===== src/rtl/tinyalu_pkg.sv =====
// tinyalu_pkg
//   Shared types for the TinyALU command driver: the ALU operation
//   encoding, the response status codes and the driver FSM states.
//   It also holds a small helper that tells which operations go through
//   the ALU's start/done handshake.
package tinyalu_pkg;

   typedef enum logic [2:0] {
      no_op  = 3'b000,
      add_op = 3'b001,
      and_op = 3'b010,
      xor_op = 3'b011,
      mul_op = 3'b100,
      rst_op = 3'b111
   } operation_t;

   typedef enum logic [1:0] {
      ST_OK      = 2'b00,
      ST_TIMEOUT = 2'b01,
      ST_ILLEGAL = 2'b10
   } status_t;

   typedef enum logic [2:0] {
      IDLE,
      EXEC,
      NOOP,
      RST,
      RESP
   } state_t;

   localparam int OP_W = 3;

   // True for operations that wait on alu_done.
   function automatic logic is_arith(input logic [OP_W-1:0] op);
      logic r;
      case (op)
         add_op, and_op, xor_op, mul_op: r = 1'b1;
         default:                        r = 1'b0;
      endcase
      return r;
   endfunction

endpackage


===== src/rtl/tinyalu_cmd_fifo.sv =====
// tinyalu_cmd_fifo
//   Command buffer for the TinyALU driver. Each entry holds {op, a, b}.
//   Ports:
//     clk, reset      clock, asynchronous active-high reset (pointers only)
//     push, wdata     write one entry; ignored while full
//     pop, rdata      rdata is the head entry; pop drops it (ignored if empty)
//     full, empty     occupancy flags
module tinyalu_cmd_fifo
   import tinyalu_pkg::*;
#(
   parameter int DATA_W = 8,
   parameter int DEPTH  = 4
) (
   input  logic                       clk,
   input  logic                       reset,
   input  logic                       push,
   input  logic [OP_W+2*DATA_W-1:0]   wdata,
   input  logic                       pop,
   output logic [OP_W+2*DATA_W-1:0]   rdata,
   output logic                       full,
   output logic                       empty
);

   localparam int W  = OP_W + 2*DATA_W;
   localparam int AW = $clog2(DEPTH);
   localparam logic [AW:0] FULL_CNT = (AW+1)'(DEPTH);

   logic [W-1:0]  mem [DEPTH];
   logic [AW-1:0] wr_ptr;
   logic [AW-1:0] rd_ptr;
   logic [AW:0]   count;
   logic          do_push;
   logic          do_pop;

   assign full    = (count == FULL_CNT);
   assign empty   = (count == '0);
   assign do_push = push && !full;
   assign do_pop  = pop && !empty;
   assign rdata   = mem[rd_ptr];

   // Storage carries no reset; only pointers and count define validity.
   always_ff @(posedge clk) begin
      if (do_push) mem[wr_ptr] <= wdata;
   end

   // Pointers wrap naturally because DEPTH is a power of two.
   always_ff @(posedge clk or posedge reset) begin
      if (reset) begin
         wr_ptr <= '0;
         rd_ptr <= '0;
         count  <= '0;
      end else begin
         if (do_push) wr_ptr <= wr_ptr + AW'(1);
         if (do_pop)  rd_ptr <= rd_ptr + AW'(1);
         case ({do_push, do_pop})
            2'b10:   count <= count + (AW+1)'(1);
            2'b01:   count <= count - (AW+1)'(1);
            default: count <= count;
         endcase
      end
   end

endmodule


===== src/rtl/tinyalu_cmd_driver.sv =====
// tinyalu_cmd_driver
//   Hardware command engine for a TinyALU-style core. Commands arrive on a
//   valid/ready stream, are queued in a DEPTH-entry FIFO, are issued to the
//   ALU with the start / reset_n protocol, and each produces exactly one
//   response on a second valid/ready stream, in command order.
//   Ports:
//     clk, reset                      clock, asynchronous active-high reset
//     cmd_valid/cmd_ready             command stream; cmd_op/cmd_a/cmd_b payload
//     rsp_valid/rsp_ready             response stream; rsp_op/rsp_result/rsp_status
//     alu_a/alu_b/alu_op/alu_start    registered drive to the ALU
//     alu_reset_n                     registered active-low ALU reset
//     alu_done/alu_result             from the ALU
//     busy                            FSM not idle or commands still queued
module tinyalu_cmd_driver
   import tinyalu_pkg::*;
#(
   parameter int DATA_W     = 8,
   parameter int DEPTH      = 4,
   parameter int TIMEOUT    = 16,
   parameter int RST_CYCLES = 2
) (
   input  logic                clk,
   input  logic                reset,
   input  logic                cmd_valid,
   output logic                cmd_ready,
   input  logic [2:0]          cmd_op,
   input  logic [DATA_W-1:0]   cmd_a,
   input  logic [DATA_W-1:0]   cmd_b,
   output logic                rsp_valid,
   input  logic                rsp_ready,
   output logic [2:0]          rsp_op,
   output logic [2*DATA_W-1:0] rsp_result,
   output logic [1:0]          rsp_status,
   output logic [DATA_W-1:0]   alu_a,
   output logic [DATA_W-1:0]   alu_b,
   output logic [2:0]          alu_op,
   output logic                alu_start,
   output logic                alu_reset_n,
   input  logic                alu_done,
   input  logic [2*DATA_W-1:0] alu_result,
   output logic                busy
);

   localparam int CNT_MAX = (TIMEOUT > RST_CYCLES) ? TIMEOUT : RST_CYCLES;
   localparam int CNT_W   = $clog2(CNT_MAX + 1);

   state_t                   state, state_d;
   logic [CNT_W-1:0]         cnt, cnt_d;
   logic                     fifo_pop, fifo_full, fifo_empty;
   logic [OP_W+2*DATA_W-1:0] fifo_rdata;
   logic [2:0]               head_op;
   logic [DATA_W-1:0]        head_a, head_b;
   logic                     alu_load;
   logic                     start_d, reset_n_d;
   logic                     rsp_load;
   logic [2:0]               rsp_op_d;
   logic [2*DATA_W-1:0]      rsp_result_d;
   status_t                  rsp_status_d, rsp_status_q;

   tinyalu_cmd_fifo #(
      .DATA_W (DATA_W),
      .DEPTH  (DEPTH)
   ) u_fifo (
      .clk   (clk),
      .reset (reset),
      .push  (cmd_valid),
      .wdata ({cmd_op, cmd_a, cmd_b}),
      .pop   (fifo_pop),
      .rdata (fifo_rdata),
      .full  (fifo_full),
      .empty (fifo_empty)
   );

   assign {head_op, head_a, head_b} = fifo_rdata;
   assign cmd_ready  = !fifo_full;
   assign rsp_valid  = (state == RESP);
   assign rsp_status = rsp_status_q;
   assign busy       = (state != IDLE) || !fifo_empty;

   always_ff @(posedge clk or posedge reset) begin
      if (reset) begin
         state <= IDLE;
         cnt   <= '0;
      end else begin
         state <= state_d;
         cnt   <= cnt_d;
      end
   end

   always_comb begin
      state_d      = state;
      cnt_d        = cnt;
      fifo_pop     = 1'b0;
      alu_load     = 1'b0;
      rsp_load     = 1'b0;
      rsp_op_d     = alu_op;
      rsp_result_d = '0;
      rsp_status_d = ST_OK;
      case (state)
         IDLE: begin
            if (!fifo_empty) begin
               fifo_pop = 1'b1;
               if (is_arith(head_op)) begin
                  alu_load = 1'b1;
                  cnt_d    = '0;
                  state_d  = EXEC;
               end else if (head_op == no_op) begin
                  alu_load = 1'b1;
                  state_d  = NOOP;
               end else if (head_op == rst_op) begin
                  alu_load = 1'b1;
                  cnt_d    = CNT_W'(RST_CYCLES);
                  state_d  = RST;
               end else begin
                  // Unknown code: answer directly, ALU drive left as is.
                  rsp_load     = 1'b1;
                  rsp_op_d     = head_op;
                  rsp_status_d = ST_ILLEGAL;
                  state_d      = RESP;
               end
            end
         end
         EXEC: begin
            // Done is checked first so it wins over a coincident timeout.
            if (alu_done) begin
               rsp_load     = 1'b1;
               rsp_result_d = alu_result;
               state_d      = RESP;
            end else if (cnt == CNT_W'(TIMEOUT - 1)) begin
               rsp_load     = 1'b1;
               rsp_status_d = ST_TIMEOUT;
               state_d      = RESP;
            end else begin
               cnt_d = cnt + CNT_W'(1);
            end
         end
         NOOP: begin
            rsp_load = 1'b1;
            state_d  = RESP;
         end
         RST: begin
            if (cnt == CNT_W'(1)) begin
               rsp_load = 1'b1;
               state_d  = RESP;
            end else begin
               cnt_d = cnt - CNT_W'(1);
            end
         end
         RESP: begin
            if (rsp_ready) state_d = IDLE;
         end
         default: state_d = IDLE;
      endcase
      // Start and reset_n follow the state being entered, so they change
      // on the same edge as the state transition.
      start_d   = (state_d == EXEC) || (state_d == NOOP);
      reset_n_d = (state_d != RST);
   end

   always_ff @(posedge clk or posedge reset) begin
      if (reset) begin
         alu_a        <= '0;
         alu_b        <= '0;
         alu_op       <= no_op;
         alu_start    <= 1'b0;
         alu_reset_n  <= 1'b0;
         rsp_op       <= no_op;
         rsp_result   <= '0;
         rsp_status_q <= ST_OK;
      end else begin
         alu_start   <= start_d;
         alu_reset_n <= reset_n_d;
         if (alu_load) begin
            alu_op <= head_op;
            alu_a  <= head_a;
            alu_b  <= head_b;
         end
         if (rsp_load) begin
            rsp_op       <= rsp_op_d;
            rsp_result   <= rsp_result_d;
            rsp_status_q <= rsp_status_d;
         end
      end
   end

endmodule

===== config.mk =====
export PLATFORM = sky130hd
export DESIGN_NAME = tinyalu_cmd_driver
export DESIGN_NICKNAME = d
export VERILOG_FILES = /design/src/rtl/tinyalu_pkg.sv /design/src/rtl/tinyalu_cmd_fifo.sv /design/src/rtl/tinyalu_cmd_driver.sv
export SDC_FILE = /design/constraint.sdc
export NUM_CORES = 1
export LEC_CHECK = 0
export CORE_MARGIN = 3
export CORE_UTILIZATION = 49
export CTS_BUF_LIST = sky130_fd_sc_hd__clkbuf_4
export DETAILED_ROUTE_END_ITERATION = 7
export GPL_TIMING_DRIVEN = 0
export PLACE_DENSITY_LB_ADDON = 0.08
export SLEW_MARGIN = 20
export SYNTH_ARGS = -nofsm -noshare
export SYNTH_HDL_FRONTEND = slang
export SYNTH_SLANG_ARGS = --single-unit

===== constraint.sdc =====
create_clock -name clk -period 2.85 [get_ports clk]
set_input_delay 0.855 -clock clk [delete_from_list [all_inputs] [get_ports clk]]
set_output_delay 0.855 -clock clk [all_outputs]
set_load 0.02 [all_outputs]

## Word level (Yosys, flattened, before mapping)

Memories as Yosys holds them, arrays and structs flattened.
Index checks and enable logic that the tools add are counted.

- Bitwise gates (word level): 0
- Multipliers: 0
- Magnitude comparators: 0
- Shift-type cells: 0
- Eq/ne operators: 23
- Add/subtract/negate cells: 6
- Reductions and logical operators: 14
- Mux-type cells: 52
- Div/mod/pow operators: 0

Operators by type and width:

| operator | count |
|---|---|
| 3-bit 2-to-1 mux | 13 |
| 5-bit 2-to-1 mux | 7 |
| 16-bit 2-to-1 mux | 2 |
| 1-bit 2-to-1 mux | 21 |
| 3-bit by 2-bit == test with 1-bit output (second input constant) | 5 |
| 3-bit one-hot mux with 5 select lines | 1 |
| 5-bit one-hot mux with 3 select lines | 1 |
| 3-bit == test (second input constant) | 4 |
| 3-bit by 1-bit == test with 1-bit output (second input constant) | 3 |
| 3-bit logical NOT | 3 |
| 2-bit 2-to-1 mux | 4 |
| 2-bit != test (second input constant) | 4 |
| 7-bit AND reduction | 1 |
| 3-bit != test (second input constant) | 2 |
| 3-bit one-hot mux with 2 select lines | 1 |
| 3-bit nonzero test | 2 |
| 5-bit by 1-bit adder with 5-bit output (second input constant) | 1 |
| 5-bit by 1-bit == test with 1-bit output (second input constant) | 1 |
| 5-bit by 4-bit == test with 1-bit output (second input constant) | 1 |
| 5-bit by 1-bit subtractor with 5-bit output (second input constant) | 1 |
| 2-bit by 1-bit adder with 2-bit output (second input constant) | 2 |
| 1-bit one-hot mux with 4 select lines | 1 |
| 2-bit one-hot mux with 2 select lines | 1 |
| 4-bit OR reduction | 1 |
| 9 further kinds | 12 |

- Output and inout port bits: 45
- Input bits: 40
- Bits in registers: 57
- Word-level logic and storage cells: 109
- RAM bits: 76
- ROM bits: 0
- Bits in latches: 0
- Memories: 1

Memory list:

| name | depth | width | read ports | clocked after Yosys merged registers in | wr ports | RTL line | source |
|---|---|---|---|---|---|---|---|
| u_fifo.mem | 4 | 19 | 1 | 0 | 1 | tinyalu_cmd_fifo.sv:28 | `logic [W-1:0] mem [DEPTH];` |

## Logic depth before layout (Yosys ltp)

An unclocked memory read counts as a cell.

- Depth after elaboration: 11
- Mapped depth: 10
- Mapped depth without buffers: 9

## Cells and area by module

A second synthesis with hierarchy kept.

- Cells, all modules: 329
- Area, all modules: 5544.1 um^2

By module, submodules not included:

| module | cells each | instances | area each (um^2) |
|---|---|---|---|
| tinyalu_cmd_fifo | 137 | 1 | 3189.3 |
| tinyalu_cmd_driver | 192 | 1 | 2354.8 |

## Worst setup path after synthesis

OpenSTA, ideal clock, no wires.

- Path type: register to register
- Start: reg u_fifo.rd_ptr[0]
- End: reg alu_a[7]
- Library setup time: 0.125 ns
- Data arrival time: 2.133 ns
- Required time: 2.725 ns
- Path buffers: 2
- Stages on the path, launching flop included: 7
- Clock period less this slack: 2.258 ns
- Setup slack: 0.592 ns
- Cells stage by stage: dfrtp_1 > buf_6 > mux4_2 > xor2_2 > a21oi_4 > buf_12 > mux2_4

- Word-level cells in the longest chain between the ends: 9
- Elaborated cells between the ends (all ways): 16

RTL lines:

| element | RTL line | source |
|---|---|---|
| from (decl) | tinyalu_cmd_fifo.sv:30 | `logic [AW-1:0] rd_ptr;` |
| from (signal assigned) | tinyalu_cmd_fifo.sv:54 | `if (do_pop) rd_ptr <= rd_ptr + AW'(1);` |
| memory 4 x 19 bit * | n/a |  |
| 3-bit by 1-bit == test with 1-bit output (tied with other cells) | tinyalu_pkg.sv:36 | `case (op)` |
| 4-bit OR reduction | tinyalu_pkg.sv:36 |  |
| 1-bit 2-to-1 mux | tinyalu_pkg.sv:36 |  |
| 1-bit 2-to-1 mux | tinyalu_cmd_driver.sv:101 | `if (!fifo_empty) begin` |
| 1-bit 2-to-1 mux | tinyalu_cmd_driver.sv:99 | `case (state)` |
| 1-bit 2-to-1 mux | tinyalu_cmd_driver.sv:103 | `if (is_arith(head_op)) begin` |
| 1-bit 2-to-1 mux | tinyalu_cmd_driver.sv:101 |  |
| 1-bit 2-to-1 mux | tinyalu_cmd_driver.sv:99 |  |
| to (signal assigned) | tinyalu_cmd_driver.sv:162 | `alu_a <= '0;` |
| to (signal assigned) | tinyalu_cmd_driver.sv:175 | `alu_a <= head_a;` |
| to (decl) | tinyalu_cmd_driver.sv:34 | `output logic [DATA_W-1:0] alu_a,` |

Every way passes the cells marked *; elsewhere a longest branch is shown, timed or not. The select of a mux whose other input is x is not followed.
A chain may end at the register's enable or synchronous reset.

## Worst setup path in the final report

- Start: reg u_fifo.count[0]
- End: out busy

- Word-level cells in the longest chain between the ends: 3

RTL lines:

| element | RTL line | source |
|---|---|---|
| from (decl) | tinyalu_cmd_fifo.sv:31 | `logic [AW:0] count;` |
| from (signal assigned) | tinyalu_cmd_fifo.sv:56 | `2'b10: count <= count + (AW+1)'(1);` |
| from (signal assigned) | tinyalu_cmd_fifo.sv:57 | `2'b01: count <= count - (AW+1)'(1);` |
| from (signal assigned) | tinyalu_cmd_fifo.sv:58 | `default: count <= count;` |
| 3-bit logical NOT | tinyalu_cmd_fifo.sv:36 | `assign empty = (count == '0);` |
| 1-bit logical NOT | tinyalu_cmd_driver.sv:78 | `assign busy = (state != IDLE) \|\| !fifo_empty;` |
| 1-bit logical OR | tinyalu_cmd_driver.sv:78 |  |
| to (decl) | tinyalu_cmd_driver.sv:41 | `output logic busy` |

Every way passes these cells.

==> reports/qor.yml <==
cp.depth: 3
overflow: 0
rsz0062_at_grt: "false"
total_power_mw: 7.42
endpoint_kind: "primary output"
synth_cell_types: 52
critPathBufInv: 1
htreeDepth: 4
reg2regPathDepth: 6
dp_slack_ns: 0.0504
cts_root_buf: "clkbuf_4"
clock_sinks: 133
synth_cells: 323
clock_path_buffers: 2
startpoint_type: "flip-flop"
synth-edff-count: 76
cap_violations: 0
wl_per_cell_um: 17.7
yosys_warnings: 0
crit_slowest_cell: "or4_4"
area_growth_pct: 23.9
first_iter_violations: 218
die_area_um2: 12400
io_buffers: 84
synth_top_area_share: 0.419
cts_tree: "built"
r2r-end: "alu_b[5]$_DFFE_PP0P_"
timing.rr.start: "u_fifo.rd_ptr[0]$_DFFE_PP0P_"
final_core_util: 0.639
crit_chain: "or3_4, or4_4, buf_6"
synthTopCellsByCount: "76 x edfxtp_1, 57 x dfrtp_1, 17 x nand2_1"
skew_ns: 0.0145
cpLargestDelayFamily: "simple AND/OR/NAND/NOR gates"
clkLatencyLatePin_ns: 0.52
yosysMostFrequentCell: "edfxtp_1"
drtAntennaViolNets: 0
slew_headroom: 0.298
worstSetupPathType: "flip-flop to primary output"
grt_pass1_vias: 3117
worstHoldPathCells: 2
cts_setup_buffers: 0
die_x_um: 111
coreArea_um2: 10600
fmax_mhz: 363
critPathRequiredTime_ns: 2.00
dpl.hpwl_mm: 6.54
num_antenna_cells: 0
drtPass1Iterations: 4
route.detailed.drc: 0
drv_slew: 0
drive_above_1_share: 0.187
wirelength_mm: 10.2
cts-buffers-inserted: 17
via_per_inst: 5.44
core.rowCount: 37
top_level_ports: 85
reg2reg_slack_ns: 0.27
place_congestion: 0.835
timing.critical_path.slowest_cell_delay_ns: 0.43
ys.flop_type: "edfxtp_1"
syn-num-nets: 373
setup_ws_ns: 0.0988
finalSetupViolCount: 0
grt_usage: 0.173
start_util: 0.516
die_y_um: 111
cp_max_fo: 3
finalHoldViolCount: 0
synth-seq-area-share: 0.681
cts.clk_slew.worst_paths_ns: 0.11
hold_end: "rsp_status[1]$_DFFE_PP0P_"
vias: 3130
p_leak_nw: 2.62
finalNetCount: 476
hp-class: "flip-flop to flip-flop"
finalCritPeriodShare: 0.965
synth_area_um2: 5440
min_from: "rsp_status[1]$_DFFE_PP0P_"
ys_seq_elements: 133
grt_pass1_wl_mm: 16.4
netlist_top_cells_area: "edfxtp_1 42%, dfrtp_1 26%, mux4_2 5.4%, mux4_1 2.9%, mux2_4 2.8%"
yosysTopAreaCell: "edfxtp_1"
period_minus_slack_ns: 2.75
async_flop_share: 0.429
cts_hold_buf: 0
syn-mean-instance-area_um2: 16.9
run_status: "finished clean"
power.density_nw_per_um2: 1100
grt_antenna_before_repair: 0
cp.arrival_ns: 1.90
grt_max_degree: 38
worst_slew_pin_slew_ns: 1.05
vdd_ir_drop_max_mv: 0.503
where the power goes:
| part | switching, mW | internal [mW] | leakage [nW] | total (mW) |
|---|---|---|---|---|
| clock | 0.665 | 0.434 | 0.138 | 1.10 |
| sequential | 0.281 | 2.66 | 1.40 | 2.94 |
| combinational | 1.71 | 1.67 | 1.08 | 3.38 |
| total | 2.66 | 4.76 | 2.62 | 7.42 |
cell families (layout without fill, tap and decap cells):
group | after synthesis | after routing | synth area share
xor gates and xnor gates | 10 | 10 | 0.0175
buffers and inverters | 27 | 143 | 0.0239
DFF | 133 | 133 | 0.681
adders and majority gates | 10 | 10 | 0.0244
AOI/OAI and AO/OA | 42 | 42 | 0.0609
muxes | 41 | 41 | 0.134
and+or+nand+nor | 60 | 60 | 0.0575
metrics by stage:
| stage | instances | hold WS (ns) | cell area, µm² | TNS (ns) |
|---|---|---|---|---|
| final | 575 | 0.495 | 6750 | 0 |
| after global routing | 575 | 0.514 | 6750 | 0 |
| after CTS | 576 | 0.498 | 6730 | 0 |
| after detailed placement | 544 | 0.474 | 6480 | 0 |
| after global placement | 543 | 0.468 | 6450 | -35.53 |
| after floorplan | 323 | 0.456 | 5440 | 0 |
registers in the layout (all words and copies together) (netlist names):
signal and count:
alu_a 8, alu_b 8, alu_op 3, alu_reset_n 1, alu_start 1, cnt 5, rsp_op 3, rsp_result 16
rsp_status 2, state 3, u_fifo.count 3, u_fifo.mem 76, u_fifo.rd_ptr 2, u_fifo.wr_ptr 2
worst register-to-register path: cells and delay by family, from the launching register on:
kind	cells	cell delay, ns
buffers and inverters	2	0.43
AOI/OAI and AO/OA	1	0.43
muxes	2	0.95
xor gates and xnor gates	1	0.23
DFF	1	0.45
what timing repair did:
| action | in CTS | in global routing |
|---|---|---|
| gates resized for setup | 10 | 5 |
| setup endpoints to repair | 2 | 2 |
| pin swaps | 0 | 1 |
placed cells by master (no fill, tap or decap), types with 5 or more instances in the layout:
master	count
clkdlybuf4s50_1	82
edfxtp_1	76
dfrtp_1	56
clkbuf_4	18
nand2_1	17
a22o_1	16
mux4_2	13
inv_1	13
nor2_1	11
mux2_4	10
mux2_2	9
ha_1	9
and3_1	8
nand3_1	8
o21ai_0	6
mux4_1	6
a21oi_1	5
xnor2_1	5
routing by layer:
metal / share of wire / global-route usage / wire (µm) / vias up
met1: 0.44 / 0.223 / 4470 / 1588
met4: 0.012 / 0.0641 / 119 / 0
met5: 0 / 0 / 0 / -
li1: - / - / - / 1451
met3: 0.056 / 0.0587 / 568 / 10
met2: 0.49 / 0.277 / 5050 / 81
worst max path at each step:
stage	start	end	slack, ns
6_report	u_fifo.count[0]$_DFFE_PP0P_	busy	0.1
5_1_grt	u_fifo.count[0]$_DFFE_PP0P_	busy	0.008
4_1_cts	state[1]$_DFF_PP0_	busy	0.04
3_5_place_dp	alu_done	rsp_result[4]$_DFFE_PP0P_	0.05
3_3_place_gp	reset	alu_b[1]$_DFFE_PP0P_	-0.63
2_1_floorplan	u_fifo.rd_ptr[0]$_DFFE_PP0P_	alu_a[7]$_DFFE_PP0P_	0.59
cell type report:
class,instances,area (µm²)
clock inverter,14,113
fill,810,3810
clock buffer,18,135
inverter,15,58.8
buffer,11,80.1
multi-input combinational,163,1620
sequential,133,3710
tap,136,170
timing repair buffer,85,861
Power figures use the tool's default switching activity.
